==> config.mk <==
export PLATFORM = sky130hd
export DESIGN_NAME = rfi_acc_sequencer
export DESIGN_NICKNAME = d
export VERILOG_FILES = /design/src/rtl/rfi_ctrl_pkg.sv /design/src/rtl/rfi_chan_counter.sv /design/src/rtl/rfi_acc_sequencer.sv
export SDC_FILE = /design/constraint.sdc
export NUM_CORES = 1
export LEC_CHECK = 0
export BUFFER_PORTS_ARGS = -buffer_cell sky130_fd_sc_hd__buf_2
export CORE_MARGIN = 2
export CORE_UTILIZATION = 28
export CTS_CLUSTER_DIAMETER = 80
export DETAILED_ROUTE_END_ITERATION = 10
export HOLD_SLACK_MARGIN = 0.06
export PLACE_DENSITY = 0.44
export SYNTH_ARGS = -nofsm -noshare
export SYNTH_HDL_FRONTEND = slang
export SYNTH_SLANG_ARGS = --single-unit
==> constraint.sdc <==
create_clock -name clk -period 3.1 [get_ports clk]
set_clock_uncertainty 0.2 [all_clocks]
set_input_delay 0.31 -clock clk [delete_from_list [all_inputs] [get_ports clk]]
set_output_delay 0.31 -clock clk [all_outputs]
set_load 0.02 [all_outputs]
==> src/rtl/rfi_ctrl_pkg.sv <==
// Shared definitions for the rfi_detection sequencer: state encoding, reset length
// and the end-of-spectrum channel test.
package rfi_ctrl_pkg;

  typedef enum logic [1:0] {
    IDLE      = 2'd0,
    WAIT_SYNC = 2'd1,
    RUN       = 2'd2
  } seq_state_e;

  localparam int unsigned DEFAULT_ACC_LEN = 1024;

  // True when cnt is the last channel of a spectrum of 2^addr_w channels.
  function automatic logic chan_last(input logic [31:0] cnt, input int unsigned addr_w);
    return cnt == ((32'd1 << addr_w) - 32'd1);
  endfunction

endpackage

==> src/rtl/rfi_chan_counter.sv <==
// Channel/spectrum counters for one integration; flags the last sample of the
// integration (boundary) combinationally so the top level can register it.
module rfi_chan_counter
  import rfi_ctrl_pkg::*;
#(
  parameter int CHANNEL_ADDR = 9,
  parameter int LEN_WIDTH    = 32
) (
  input  logic                    clk,
  input  logic                    rst,
  input  logic                    start,
  input  logic                    en,
  input  logic [LEN_WIDTH-1:0]    acc_len,
  output logic [CHANNEL_ADDR-1:0] chan_cnt,
  output logic                    boundary
);

  logic [LEN_WIDTH-1:0] spec_cnt;
  logic                 last;

  assign last     = chan_last(32'(chan_cnt), CHANNEL_ADDR);
  assign boundary = en && last && (spec_cnt == acc_len - LEN_WIDTH'(1));

  // chan_cnt holds the channel of the next valid sample; the start sample is channel 0.
  always_ff @(posedge clk) begin
    if (rst) begin
      chan_cnt <= '0;
      spec_cnt <= '0;
    end else if (start) begin
      chan_cnt <= CHANNEL_ADDR'(1);
      spec_cnt <= '0;
    end else if (en) begin
      if (last) begin
        chan_cnt <= '0;
        spec_cnt <= boundary ? '0 : spec_cnt + LEN_WIDTH'(1);
      end else begin
        chan_cnt <= chan_cnt + CHANNEL_ADDR'(1);
      end
    end
  end

endmodule

==> src/rtl/rfi_acc_sequencer.sv <==
// Integration sequencer for rfi_detection: sync alignment, boundary-safe acc_len updates.
// Optional misaligned-sync detection is enabled with `define RFI_SEQ_SYNC_CHECK_EN.
module rfi_acc_sequencer
  import rfi_ctrl_pkg::*;
#(
  parameter int CHANNEL_ADDR    = 9,
  parameter int LEN_WIDTH       = 32,
  parameter int DEFAULT_ACC_LEN = rfi_ctrl_pkg::DEFAULT_ACC_LEN,
  parameter int ERR_CNT_WIDTH   = 16
) (
  input  logic                     clk,
  input  logic                     rst,
  input  logic                     sync_in,
  input  logic                     din_valid,
  input  logic                     arm,
  input  logic [LEN_WIDTH-1:0]     acc_len_req,
  input  logic                     acc_len_load,
  output logic [LEN_WIDTH-1:0]     acc_len,
  output logic                     cnt_rst,
  output logic [CHANNEL_ADDR-1:0]  chan_idx,
  output logic                     acc_done,
  output logic                     running,
  output logic                     cfg_err,
  output logic                     sync_err,
  output logic [ERR_CNT_WIDTH-1:0] sync_err_cnt
);

  seq_state_e            state, state_nxt;
  logic                  pend_vld;
  logic [LEN_WIDTH-1:0]  pend_len;
  logic [CHANNEL_ADDR-1:0] chan_cnt;
  logic                  boundary;
  logic                  seq_start, misalign, cnt_en;
  logic                  load_ok, eff_vld, apply;
  logic [LEN_WIDTH-1:0]  eff_len;

`ifdef RFI_SEQ_SYNC_CHECK_EN
  assign misalign = (state == RUN) && din_valid && sync_in && (chan_cnt != '0);
`else
  assign misalign = 1'b0;
`endif

  rfi_chan_counter #(
    .CHANNEL_ADDR (CHANNEL_ADDR),
    .LEN_WIDTH    (LEN_WIDTH)
  ) u_chan_counter (
    .clk      (clk),
    .rst      (rst),
    .start    (seq_start || misalign),
    .en       (cnt_en),
    .acc_len  (acc_len),
    .chan_cnt (chan_cnt),
    .boundary (boundary)
  );

  always_comb begin
    state_nxt = state;
    seq_start = 1'b0;
    cnt_en    = (state == RUN) && din_valid && !misalign;
    load_ok   = acc_len_load && (acc_len_req != '0);
    eff_vld   = pend_vld || load_ok;
    eff_len   = load_ok ? acc_len_req : pend_len;
    // Outside RUN nothing is being integrated, so a pending length can land at once.
    apply     = eff_vld && ((state != RUN) || boundary);
    case (state)
      IDLE: begin
        if (arm) state_nxt = WAIT_SYNC;
      end
      WAIT_SYNC: begin
        if (!arm) begin
          state_nxt = IDLE;
        end else if (sync_in && din_valid) begin
          state_nxt = RUN;
          seq_start = 1'b1;
        end
      end
      RUN: begin
        if (boundary && !arm) state_nxt = IDLE;
      end
      default: state_nxt = IDLE;
    endcase
  end

  always_ff @(posedge clk) begin
    if (rst) begin
      state    <= IDLE;
      acc_len  <= LEN_WIDTH'(DEFAULT_ACC_LEN);
      pend_vld <= 1'b0;
      cnt_rst  <= 1'b0;
      acc_done <= 1'b0;
      cfg_err  <= 1'b0;
      chan_idx <= '0;
      running  <= 1'b0;
    end else begin
      state    <= state_nxt;
      if (apply) acc_len <= eff_len;
      pend_vld <= eff_vld && !apply;
      // A disarming boundary leaves the accumulators alone; the next sync clears them.
      cnt_rst  <= seq_start || misalign || (apply && ((state != RUN) || arm));
      acc_done <= boundary;
      cfg_err  <= acc_len_load && (acc_len_req == '0);
      running  <= (state_nxt == RUN);
      if (seq_start || misalign) begin
        chan_idx <= '0;
      end else if (cnt_en) begin
        chan_idx <= chan_cnt;
      end
    end
  end

  always_ff @(posedge clk) begin
    if (load_ok) pend_len <= acc_len_req;
  end

`ifdef RFI_SEQ_SYNC_CHECK_EN
  always_ff @(posedge clk) begin
    if (rst) begin
      sync_err     <= 1'b0;
      sync_err_cnt <= '0;
    end else begin
      sync_err <= misalign;
      if (misalign && (sync_err_cnt != '1)) sync_err_cnt <= sync_err_cnt + ERR_CNT_WIDTH'(1);
    end
  end
`else
  assign sync_err     = 1'b0;
  assign sync_err_cnt = '0;
`endif

endmodule
==> flow_summary.toml <==
[route]
drc_errors = 0
viasPerCell = 4.791
dr.pass1.iters = 5
drt_iter0_drc = 271
post_drt_wl_per_cell_um = 15.96
dr_total_vias = 5878
routed_wl_um = 19590
final_antenna_net_count = 0

[synthesis]
synth_seq_cells = 121
synth_top_area_share_pct = 39.17
ys_async_sr_fraction_pct = 0
postSynthAreaPerCell_um2 = 8.721
yosys-top-cells-count = "dfxtp_1, nor2_1, nand2_1, xor2_1, nor3_1"
synth_top_area_cell = "dfxtp_1"
syn_inst = 709
synthTopCellsByArea = "dfxtp_1, mux2_2, xor2_1"
netlist_area_um2 = 6183
synth_cell_types = 61
yosys_most_used_dff = "dfxtp_1"
synth_edf_count = 0
synth.most_common_cell = "dfxtp_1"
ys_seq_area_share_pct = 39.17
yosys_warnings = 0

[placed_design]
place_congestion = 0.8349
place.port_buffers = 82
pre_cts_ws_ns = -0.3457
numPlacedInstances = 1142
dp_hpwl_um = 13930

[final_layout]
fillers = 2172
fin_nets = 976
multi_input_area_um2 = 3965
fin_cells = 1227
diodes = 0
drive_above_1_share_pct = 40.02
regArea_um2 = 2435
syn2layout_area_growth_pct = 50.51

[pwr]
swShare_pct = 28.35
leakage_nw = 3.650
ir_drop_uv = 334.6
clkPwrFrac_pct = 43.1
p_comb_share_pct = 19.6
switchingPower_mw = 1.290
p_int_mw = 3.261
p_seq_share_pct = 37.3
p_per_area_nw_per_um2 = 489.1

[timing]
finalCriticalPeriod_ns = 3.180
rsz0062_at_grt = "true"
hold_viol_final = 0
slew_headroom_pct = 65.94
period_share_pct = 102.6
timing.fmax_mhz = 314.5
finalMaxSlewViolations = 0
max_slew.worst_pin.slew_ns = 0.5109
setup-violations-final = 56
setup_slack_ns = -0.07971

[critical_path]
required_ns = 3.22
critPathKind = "flop to flop"
critPathMaxFanout = 17
end_kind = "flop"
cp_slowest_stage_delay_ns = 0.43
path_cells = "nor4_4 > buf_4 > nand4_1 > buf_6 > nor4_4 > xnor2_2 > nand2_1 > a2111o_1 > nor4_4 > nor2_4 > buf_12 > a211oi_1"
arrival_ns = 3.30
cpMostUsedCell = "nor4_4"
start_kind = "flop"
cp_slowest_cell = "a2111o_1"

[die]
ios = 100
die_h_um = 152.6
rows = 54
dieWidth_um = 152.6
die_area_um2 = 23290
initial_core_util_pct = 28.42
core_um2 = 21760

[clock_tree]
cts_tree = "built"
cts_made_buffers = 17
clock_sinks = 121
cts_buffer_depth = 2
cts-root-buf = "clkbuf_16"
insertion_delay_ns = 0.42
cts_max_level = 4
path_clk_slew_ns = 0.06

[grt]
overflow = 0
antenna_found_initial = 0
grt_pass1_wl_um = 30420
grt_max_degree = 40
grt_pass1_vias = 5885
track_usage_pct = 16.27

[outcome]
violations = "negative setup slack"
outcome = "complete, but fails checks"

[run]
cap_violations = 0

[min_path]
hp-class = "primary input to flop"
## final timing paths
path	start	endpoint	slack, ns	depth (start not counted)
setup / recovery	acc_len[6]$_SDFFE_PP0P_	acc_len[14]$_SDFFE_PP0P_	-0.08	12
hold / removal	rst	acc_len[10]$_SDFFE_PP1P_	0.09	3
setup reg to reg	acc_len[6]$_SDFFE_PP0P_	acc_len[14]$_SDFFE_PP0P_	-0.08	12
hold reg to reg	chan_idx[7]$_SDFFE_PP0P_	chan_idx[7]$_SDFFE_PP0P_	0.25	2
## kinds of logic (layout without fill, tap and decap cells)
group,count (synthesis),after routing,share of synthesized area [%]
other,1,17,0.06065
AOI/OAI and AO/OA,85,85,9.632
xor gates and xnor gates,74,74,10.48
DFF,121,121,39.17
buffers and inverters,85,307,7.082
adders and majority gates,4,4,0.8094
and+or+nand+nor,304,304,26.41
muxes,35,35,6.354
## critical path: cells and delay by family (launching register included)
| kind | cells | cell delay, ns |
|---|---|---|
| DFF | 1 | 0.34 |
| and+or+nand+nor | 6 | 1.16 |
| AOI/OAI and AO/OA | 2 | 0.69 |
| xor gates and xnor gates | 1 | 0.18 |
| buffers and inverters | 3 | 0.50 |
## power groups by stage
stage               clock network [mW]  registers, mW  logic, mW
floorplan                            0           1.77      0.384
global route                      2.08           1.71      0.965
detailed placement                   0           1.72      0.736
finish                            1.96           1.70      0.892
CTS                               2.01           1.70      0.829
global placement                     0           1.72      0.740
## cell usage in the layout, fill, tap and decap left out, drive strengths merged, types with 2 or more instances in the layout
master	instances
buf	200
dfxtp	121
nor2	68
nand2	58
nor3	44
xor2	42
inv	38
dlygate4sd3	37
mux2	34
a211oi	34
xnor2	32
nor4	28
nand3	23
nand4	22
clkbuf	21
a21oi	20
conb	17
and3	15
o21ai	9
or3	7
nand2b	6
or4	6
clkinv	6
nand3b	5
a31oi	5
nand4b	4
nor3b	4
ha	4
o21a	3
clkinvlp	3
o31ai	3
nor4b	3
nor2b	3
o31a	2
and4	2
and2	2
and3b	2
bufinv	2
or2	2
## through the flow
stage                     power, mW  area, um^2  setup TNS, ns  utilization, %  hold slack [ns]
final                         4.552        9306         -1.804           42.78          0.09451
after global routing          4.750        9306         -10.99           42.78           0.1322
after CTS                     4.535        8828        -0.4204           40.58           0.1005
after detailed placement      2.460        7566         -12.18           34.78           0.2444
after global placement        2.463        7566         -9.487           34.78           0.2410
after floorplan               2.152        6255              0               -           0.2339
## layer usage
metal | track usage, % | routed length (um)
met1 | 21.26 | 9324
met5 | 0 | 0
met3 | 2.958 | 623
met4 | 4.453 | 253
met2 | 27.57 | 9383
## state kept, by name, indices dropped and copies added (netlist names), 2 cells and up
name	flops
acc_len	32
pend_len	32
u_chan_counter.spec_cnt	32
chan_idx	9
u_chan_counter.chan_cnt	9
state	2
## final cells by class
class / count / area share, %
Multi-Input combinational cell: 519 / 42.61
Sequential cell: 121 / 26.16
Timing Repair Buffer: 240 / 19.76
Clock buffer: 18 / 4.719
Tap cell: 280 / 3.764
Clock inverter: 14 / 1.573
Inverter: 35 / 1.412
## repair_timing
action | CTS | global route
endpoints found under the hold margin | 37 | 0
resized for setup | 44 | 95
hold buffers | 37 | 0
setup buffers | 7 | 5
cloned | 2 | 4
endpoints found under the setup margin | 67 | 68
pin swaps | 5 | 45
Note: power is estimated with default switching activity, not from simulation.
